--- config.mk ---
export PLATFORM = sky130hd
export DESIGN_NAME = mmcm_drp_ctrl
export DESIGN_NICKNAME = d
export VERILOG_FILES = /design/src/rtl/mmcm_drp_ctrl.sv
export SDC_FILE = /design/constraint.sdc
export NUM_CORES = 1
export LEC_CHECK = 0
export CAP_MARGIN = 10
export CORE_MARGIN = 5
export CORE_UTILIZATION = 55
export DETAILED_ROUTE_END_ITERATION = 6
export PLACE_DENSITY = 0.85
export SLEW_MARGIN = 10
export SYNTH_ARGS = -nofsm -noshare
export SYNTH_HDL_FRONTEND = slang
export SYNTH_SLANG_ARGS = --single-unit
--- constraint.sdc ---
create_clock -name i_clk -period 5 [get_ports i_clk]
set_clock_uncertainty 0.2 [all_clocks]
set_input_delay 0.5 -clock i_clk [delete_from_list [all_inputs] [get_ports i_clk]]
set_output_delay 0.5 -clock i_clk [all_outputs]
set_load 0.05 [all_outputs]
--- src/rtl/mmcm_drp_ctrl.sv ---
`default_nettype none
// ============================================================================
// Module   : mmcm_drp_ctrl
// Purpose  : Sequences masked read-modify-write DRP updates to an MMCM. The
//            MMCM is held in reset for the updates and then released, and the
//            controller waits for a synchronized lock before it reports done.
// Options  : MMCM_DRP_READBACK_EN adds a verify read after each DRP write.
// Revision : 1.0 - initial release
// ============================================================================
module mmcm_drp_ctrl #(
    parameter int DRDY_TIMEOUT_p = 64,
    parameter int LOCK_TIMEOUT_p = 100000,
    parameter int RST_HOLD_p     = 4
) (
    input  logic        i_clk,
    input  logic        i_rst,
    input  logic        i_req_valid,
    output logic        o_req_ready,
    input  logic [6:0]  i_req_addr,
    input  logic [15:0] i_req_mask,
    input  logic [15:0] i_req_data,
    input  logic        i_req_last,
    output logic        o_drp_den,
    output logic        o_drp_dwe,
    output logic [6:0]  o_drp_daddr,
    output logic [15:0] o_drp_di,
    input  logic [15:0] i_drp_do,
    input  logic        i_drp_drdy,
    output logic        o_mmcm_rst,
    input  logic        i_mmcm_locked,
    output logic        o_busy,
    output logic        o_done,
    output logic        o_err
);

    localparam int HOLD_W = $clog2(RST_HOLD_p + 1);
    localparam int DRDY_W = $clog2(DRDY_TIMEOUT_p + 1);
    localparam int LOCK_W = $clog2(LOCK_TIMEOUT_p + 1);

    localparam logic [HOLD_W-1:0] HOLD_LAST = HOLD_W'(RST_HOLD_p - 1);
    localparam logic [HOLD_W-1:0] HOLD_MAX  = HOLD_W'(RST_HOLD_p);
    localparam logic [DRDY_W-1:0] DRDY_LAST = DRDY_W'(DRDY_TIMEOUT_p - 1);
    localparam logic [DRDY_W-1:0] DRDY_MAX  = DRDY_W'(DRDY_TIMEOUT_p);
    localparam logic [LOCK_W-1:0] LOCK_LAST = LOCK_W'(LOCK_TIMEOUT_p - 1);
    localparam logic [LOCK_W-1:0] LOCK_MAX  = LOCK_W'(LOCK_TIMEOUT_p);

    typedef enum logic [3:0] {
        S_IDLE      = 4'd0,
        S_HOLD      = 4'd1,
        S_RD        = 4'd2,
        S_RD_WAIT   = 4'd3,
        S_WR        = 4'd4,
        S_WR_WAIT   = 4'd5,
`ifdef MMCM_DRP_READBACK_EN
        S_VFY       = 4'd6,
        S_VFY_WAIT  = 4'd7,
`endif
        S_NEXT      = 4'd8,
        S_RELEASE   = 4'd9,
        S_LOCK_WAIT = 4'd10
    } state_t;

    state_t             state_q, state_d;
    logic [6:0]         addr_q, addr_d;
    logic [15:0]        mask_q, mask_d;
    logic [15:0]        data_q, data_d;
    logic               last_q, last_d;
    logic [15:0]        di_q, di_d;
    logic               mmcm_rst_q, mmcm_rst_d;
    logic               done_q, done_d;
    logic               err_q, err_d;
    logic [HOLD_W-1:0]  hold_cnt_q, hold_cnt_d;
    logic [DRDY_W-1:0]  drdy_cnt_q, drdy_cnt_d;
    logic [LOCK_W-1:0]  lock_cnt_q, lock_cnt_d;
    logic               lock_meta_q, lock_sync_q;

    always_ff @(posedge i_clk or posedge i_rst) begin
        if (i_rst) begin
            state_q     <= S_IDLE;
            addr_q      <= '0;
            mask_q      <= '0;
            data_q      <= '0;
            last_q      <= 1'b0;
            di_q        <= '0;
            mmcm_rst_q  <= 1'b0;
            done_q      <= 1'b0;
            err_q       <= 1'b0;
            hold_cnt_q  <= '0;
            drdy_cnt_q  <= '0;
            lock_cnt_q  <= '0;
            lock_meta_q <= 1'b0;
            lock_sync_q <= 1'b0;
        end else begin
            state_q     <= state_d;
            addr_q      <= addr_d;
            mask_q      <= mask_d;
            data_q      <= data_d;
            last_q      <= last_d;
            di_q        <= di_d;
            mmcm_rst_q  <= mmcm_rst_d;
            done_q      <= done_d;
            err_q       <= err_d;
            hold_cnt_q  <= hold_cnt_d;
            drdy_cnt_q  <= drdy_cnt_d;
            lock_cnt_q  <= lock_cnt_d;
            lock_meta_q <= i_mmcm_locked;
            lock_sync_q <= lock_meta_q;
        end
    end

    always_comb begin
        state_d    = state_q;
        addr_d     = addr_q;
        mask_d     = mask_q;
        data_d     = data_q;
        last_d     = last_q;
        di_d       = di_q;
        mmcm_rst_d = mmcm_rst_q;
        done_d     = 1'b0;
        err_d      = err_q;
        hold_cnt_d = hold_cnt_q;
        drdy_cnt_d = drdy_cnt_q;
        lock_cnt_d = lock_cnt_q;

        case (state_q)
            S_IDLE: begin
                if (i_req_valid) begin
                    addr_d     = i_req_addr;
                    mask_d     = i_req_mask;
                    data_d     = i_req_data;
                    last_d     = i_req_last;
                    err_d      = 1'b0;
                    mmcm_rst_d = 1'b1;
                    hold_cnt_d = '0;
                    state_d    = S_HOLD;
                end
            end
            S_HOLD: begin
                if (hold_cnt_q == HOLD_LAST) begin
                    state_d = S_RD;
                end else begin
                    hold_cnt_d = (hold_cnt_q == HOLD_MAX) ? hold_cnt_q : hold_cnt_q + 1'b1;
                end
            end
            S_RD: begin
                drdy_cnt_d = '0;
                state_d    = S_RD_WAIT;
            end
            S_RD_WAIT: begin
                if (i_drp_drdy) begin
                    // Mask bit set keeps the current register bit.
                    di_d    = (i_drp_do & mask_q) | (data_q & ~mask_q);
                    state_d = S_WR;
                end else if (drdy_cnt_q == DRDY_LAST) begin
                    err_d   = 1'b1;
                    state_d = S_RELEASE;
                end else begin
                    drdy_cnt_d = (drdy_cnt_q == DRDY_MAX) ? drdy_cnt_q : drdy_cnt_q + 1'b1;
                end
            end
            S_WR: begin
                drdy_cnt_d = '0;
                state_d    = S_WR_WAIT;
            end
            S_WR_WAIT: begin
                if (i_drp_drdy) begin
`ifdef MMCM_DRP_READBACK_EN
                    state_d = S_VFY;
`else
                    state_d = last_q ? S_RELEASE : S_NEXT;
`endif
                end else if (drdy_cnt_q == DRDY_LAST) begin
                    err_d   = 1'b1;
                    state_d = S_RELEASE;
                end else begin
                    drdy_cnt_d = (drdy_cnt_q == DRDY_MAX) ? drdy_cnt_q : drdy_cnt_q + 1'b1;
                end
            end
`ifdef MMCM_DRP_READBACK_EN
            S_VFY: begin
                drdy_cnt_d = '0;
                state_d    = S_VFY_WAIT;
            end
            S_VFY_WAIT: begin
                if (i_drp_drdy) begin
                    // A verify miscompare is reported but does not stop the sequence.
                    if (i_drp_do != di_q) begin
                        err_d = 1'b1;
                    end
                    state_d = last_q ? S_RELEASE : S_NEXT;
                end else if (drdy_cnt_q == DRDY_LAST) begin
                    err_d   = 1'b1;
                    state_d = S_RELEASE;
                end else begin
                    drdy_cnt_d = (drdy_cnt_q == DRDY_MAX) ? drdy_cnt_q : drdy_cnt_q + 1'b1;
                end
            end
`endif
            S_NEXT: begin
                if (i_req_valid) begin
                    addr_d  = i_req_addr;
                    mask_d  = i_req_mask;
                    data_d  = i_req_data;
                    last_d  = i_req_last;
                    state_d = S_RD;
                end
            end
            S_RELEASE: begin
                mmcm_rst_d = 1'b0;
                lock_cnt_d = '0;
                state_d    = S_LOCK_WAIT;
            end
            S_LOCK_WAIT: begin
                if (lock_sync_q) begin
                    done_d  = 1'b1;
                    state_d = S_IDLE;
                end else if (lock_cnt_q == LOCK_LAST) begin
                    err_d   = 1'b1;
                    done_d  = 1'b1;
                    state_d = S_IDLE;
                end else begin
                    lock_cnt_d = (lock_cnt_q == LOCK_MAX) ? lock_cnt_q : lock_cnt_q + 1'b1;
                end
            end
            default: begin
                state_d = S_IDLE;
            end
        endcase
    end

    assign o_req_ready = (state_q == S_IDLE) || (state_q == S_NEXT);
    assign o_busy      = (state_q != S_IDLE);
`ifdef MMCM_DRP_READBACK_EN
    assign o_drp_den   = (state_q == S_RD) || (state_q == S_WR) || (state_q == S_VFY);
`else
    assign o_drp_den   = (state_q == S_RD) || (state_q == S_WR);
`endif
    assign o_drp_dwe   = (state_q == S_WR);
    assign o_drp_daddr = addr_q;
    assign o_drp_di    = di_q;
    assign o_mmcm_rst  = mmcm_rst_q;
    assign o_done      = done_q;
    assign o_err       = err_q;

endmodule
`default_nettype wire

==> results.md <==
* Status: complete, no violations
* Fill count at 549
* Overflow after GRT at 0
* Cell Area, Synth at 4280 µm²
* Simple-gate portion of the synthesized area at 0.160
* # port buffers at 90
* Syn avg cell area at 11.0 µm²
* Max-cap violation count at 0
* Pin count of the biggest net entering global routing at 59
* CP Max Fanout at 21
* Tcrit/Tclk final at 0.668
* Vias in the first global route at 3,399
* XOR/XNOR Fraction of Synth Area at 0.0245
* GR Util All Layers at 0.203
* Slowest cell on crit path: clkdlybuf4s50_1
* Yosys cell types at 46
* Register area at 2300 µm²
* Setup TNS at 0 ns
* Final HPWL DP at 6410 µm
* HP Start: lock_meta_q
* Multiplexer share of the synthesized area at 0.164
* Adder-cell share of the synthesized area at 0.0205
* Root Buffer: clkbuf_8
* Startpoint Class: register
* Placeable Area at 7650 µm²
* Htree depth at 3
* Commonest non-fill, non-tap cells in the layout: dfrtp_1, clkdlybuf4s50_1, nand2_1, mux2_2, mux2i_1
* WL/cell at 16.0 µm
* Relative slew slack at 0.284
* Hold_buf cts at 0
* Final Max Slew Viols at 0
* Worst VDD drop at 0.412 mV
* CP required at 4.30 ns
* DRC Markers at 0
* Layout Nets at 542
* Number of flops mapped to enable cells by yosys at 0
* Crit-path cells: xnor2_1 -> or3_1 -> inv_1 -> clkdlybuf4s50_1
* Largest family of logic cells by synthesized area: multiplexers
* Post-CTS sizing at 0
* Sequential area share after synthesis at 0.538
* Area Growth Syn to Fin at 27.6%
* Number of routed nets with antenna violations at 0
* Routed WL at 9280 µm
* CTS buffer count at 9
* RR Endpoint: o_drp_di[10]
* Die ar. at 9650 µm²
* CTS tree: yes
* Hold endpoint: lock_sync_q
* Hold Path Stages at 0
* Cells after Synth at 388
* Area occupied by multi-input gates at 1840 µm²
* Final non-filler cell total at 581
* Reg-to-reg startpoint: state_q[0]
* Final hold violation count at 0
* Setup WS post-layout at 1.66 ns
* Initial core utilization at 0.560
* DP Cell Count at 565
* DRT iter0 DRCs at 100
* Crit end category: output port
* Clock buffer depth at 2
* Leakage at 2.37 nW
* Die H at 98.2 µm
* ANT cells at 0
* Post-layout min period at 3.34 ns
* Post-CTS setup buffer count at 0
* Post-synth ARST share at 1.00
* Die X at 98.2 µm
* Antenna violations before repair at 0
* Syn. warnings at 0
* Top-Level Pins at 91
* Pre-antenna DRT Iters at 4
* Final Setup Violations at 0
* Fmax at 299 MHz
* Worst Tran Pin Value at 1.07 ns
* Type of the worst min-delay path: register to register
* Power, Total at 3.22 mW
* Sinks on Clock Net at 92
* Vias at 3,158
* CP delay by family, top: buffers and inverters
* Max incr delay on CP at 0.83 ns
* Final Core Density at 0.714
* RSZ-0062 raised after global routing: false
* Setup CP Type: register to output port
* Crit path buf inv count at 2
* Vias per Instance at 5.44
* FP Rows at 32
* Worst skew pair latency at 0.35 ns
* Top FF cell, synth: dfrtp_1
* Worst-case reg-to-reg path depth at 4
* Fraction of the mapped netlist area in compound gates at 0.0611
* Commonest non-fill, non-tap cell in the layout: dfrtp_1
* Net Count, Synth at 456
* Layout cells sized above 1 at 0.146
* Setup slack, reg-to-reg at 2.34 ns
* Global-route wire length before repair at 16,000 µm
* Pre-CTS setup slack at 2.10 ns
* Crit path DAT at 2.64 ns
* Flops & latches, synth at 92
* Pwr per Cell Area at 589 nW/µm²
* GPL Wtd Cong at 0.844
* Worst-path clk slew at 0.09 ns
metrics by stage:
step                      instance area [µm²]  hold WS, ns
final                                    5460        0.156
after global routing                     5460        0.189
after CTS                                5460        0.157
after detailed placement                 5240        0.136
after global placement                   5240        0.134
after floorplan                          4280        0.131
sequential cells by signal, summed over array words and instances (netlist names):
signal,flops
lock_cnt_q,17
data_q,16
mask_q,16
o_drp_di,16
drdy_cnt_q,7
o_drp_daddr,7
state_q,4
hold_cnt_q,3
last_q,1
lock_meta_q,1
lock_sync_q,1
o_done,1
o_err,1
o_mmcm_rst,1
cell type report:
| cell class | instances | area share |
|---|---|---|
| clock buffer | 12 | 0.0302 |
| clock inverter | 4 | 0.0101 |
| inverter | 15 | 0.0105 |
| multi-input combinational | 264 | 0.337 |
| sequential | 92 | 0.421 |
| tap | 102 | 0.0234 |
| timing repair buffer | 92 | 0.168 |
worst max-delay path by stage:
stage | startpoint | to | slack, ns | cells past startpoint
floorplan | i_rst | data_q[0] | 1.91 | 1
global placement | state_q[1] | o_drp_den | 2.16 | 4
detailed placement | state_q[1] | o_drp_den | 2.10 | 4
CTS | state_q[1] | o_drp_den | 1.65 | 4
global route | state_q[1] | o_drp_den | 1.51 | 4
finish | state_q[1] | o_drp_den | 1.66 | 4
cell usage after synthesis (all sizes together) (3+ instances only):
cell    count  area [µm²]
a21oi       6        30.0
buf         6        42.5
clkbuf     11        41.3
dfrtp      92        2300
ha          7        87.6
inv        15        56.3
mux2       40         450
mux2i      25         250
nand2      49         184
nand3      19         100
nand4       4        25.0
nor2       24        92.6
nor2b       3        18.8
nor3       11        60.1
nor3b       3        27.5
nor4        8        50.1
o21ai      24         124
o31ai       3        22.5
xnor2       4        35.0
xor2        8        70.1
logic make-up (layout without fill, tap and decap cells):
logic type	Yosys count	after routing
xor+xnor	12	12
simple gates	136	136
mux	65	65
flops	92	92
compound gates	44	44
fa+ha+maj	7	7
buf+inv	32	123
per-layer routing:
layer	GRT usage	routed length, µm	vias to the layer above
met2	0.334	4540	93
met5	0	0	-
met3	0.0750	751	10
met4	0.0609	109	0
met1	0.252	3870	1527
li1	-	-	1528
power by group:
| part | leakage, nW | switching [mW] | total (mW) | internal, mW |
|---|---|---|---|---|
| Clock | 0.109 | 0.267 | 0.542 | 0.275 |
| Combinational | 1.11 | 0.810 | 1.41 | 0.598 |
| Sequential | 1.15 | 0.239 | 1.27 | 1.03 |
Power figures use the tool's default switching activity.
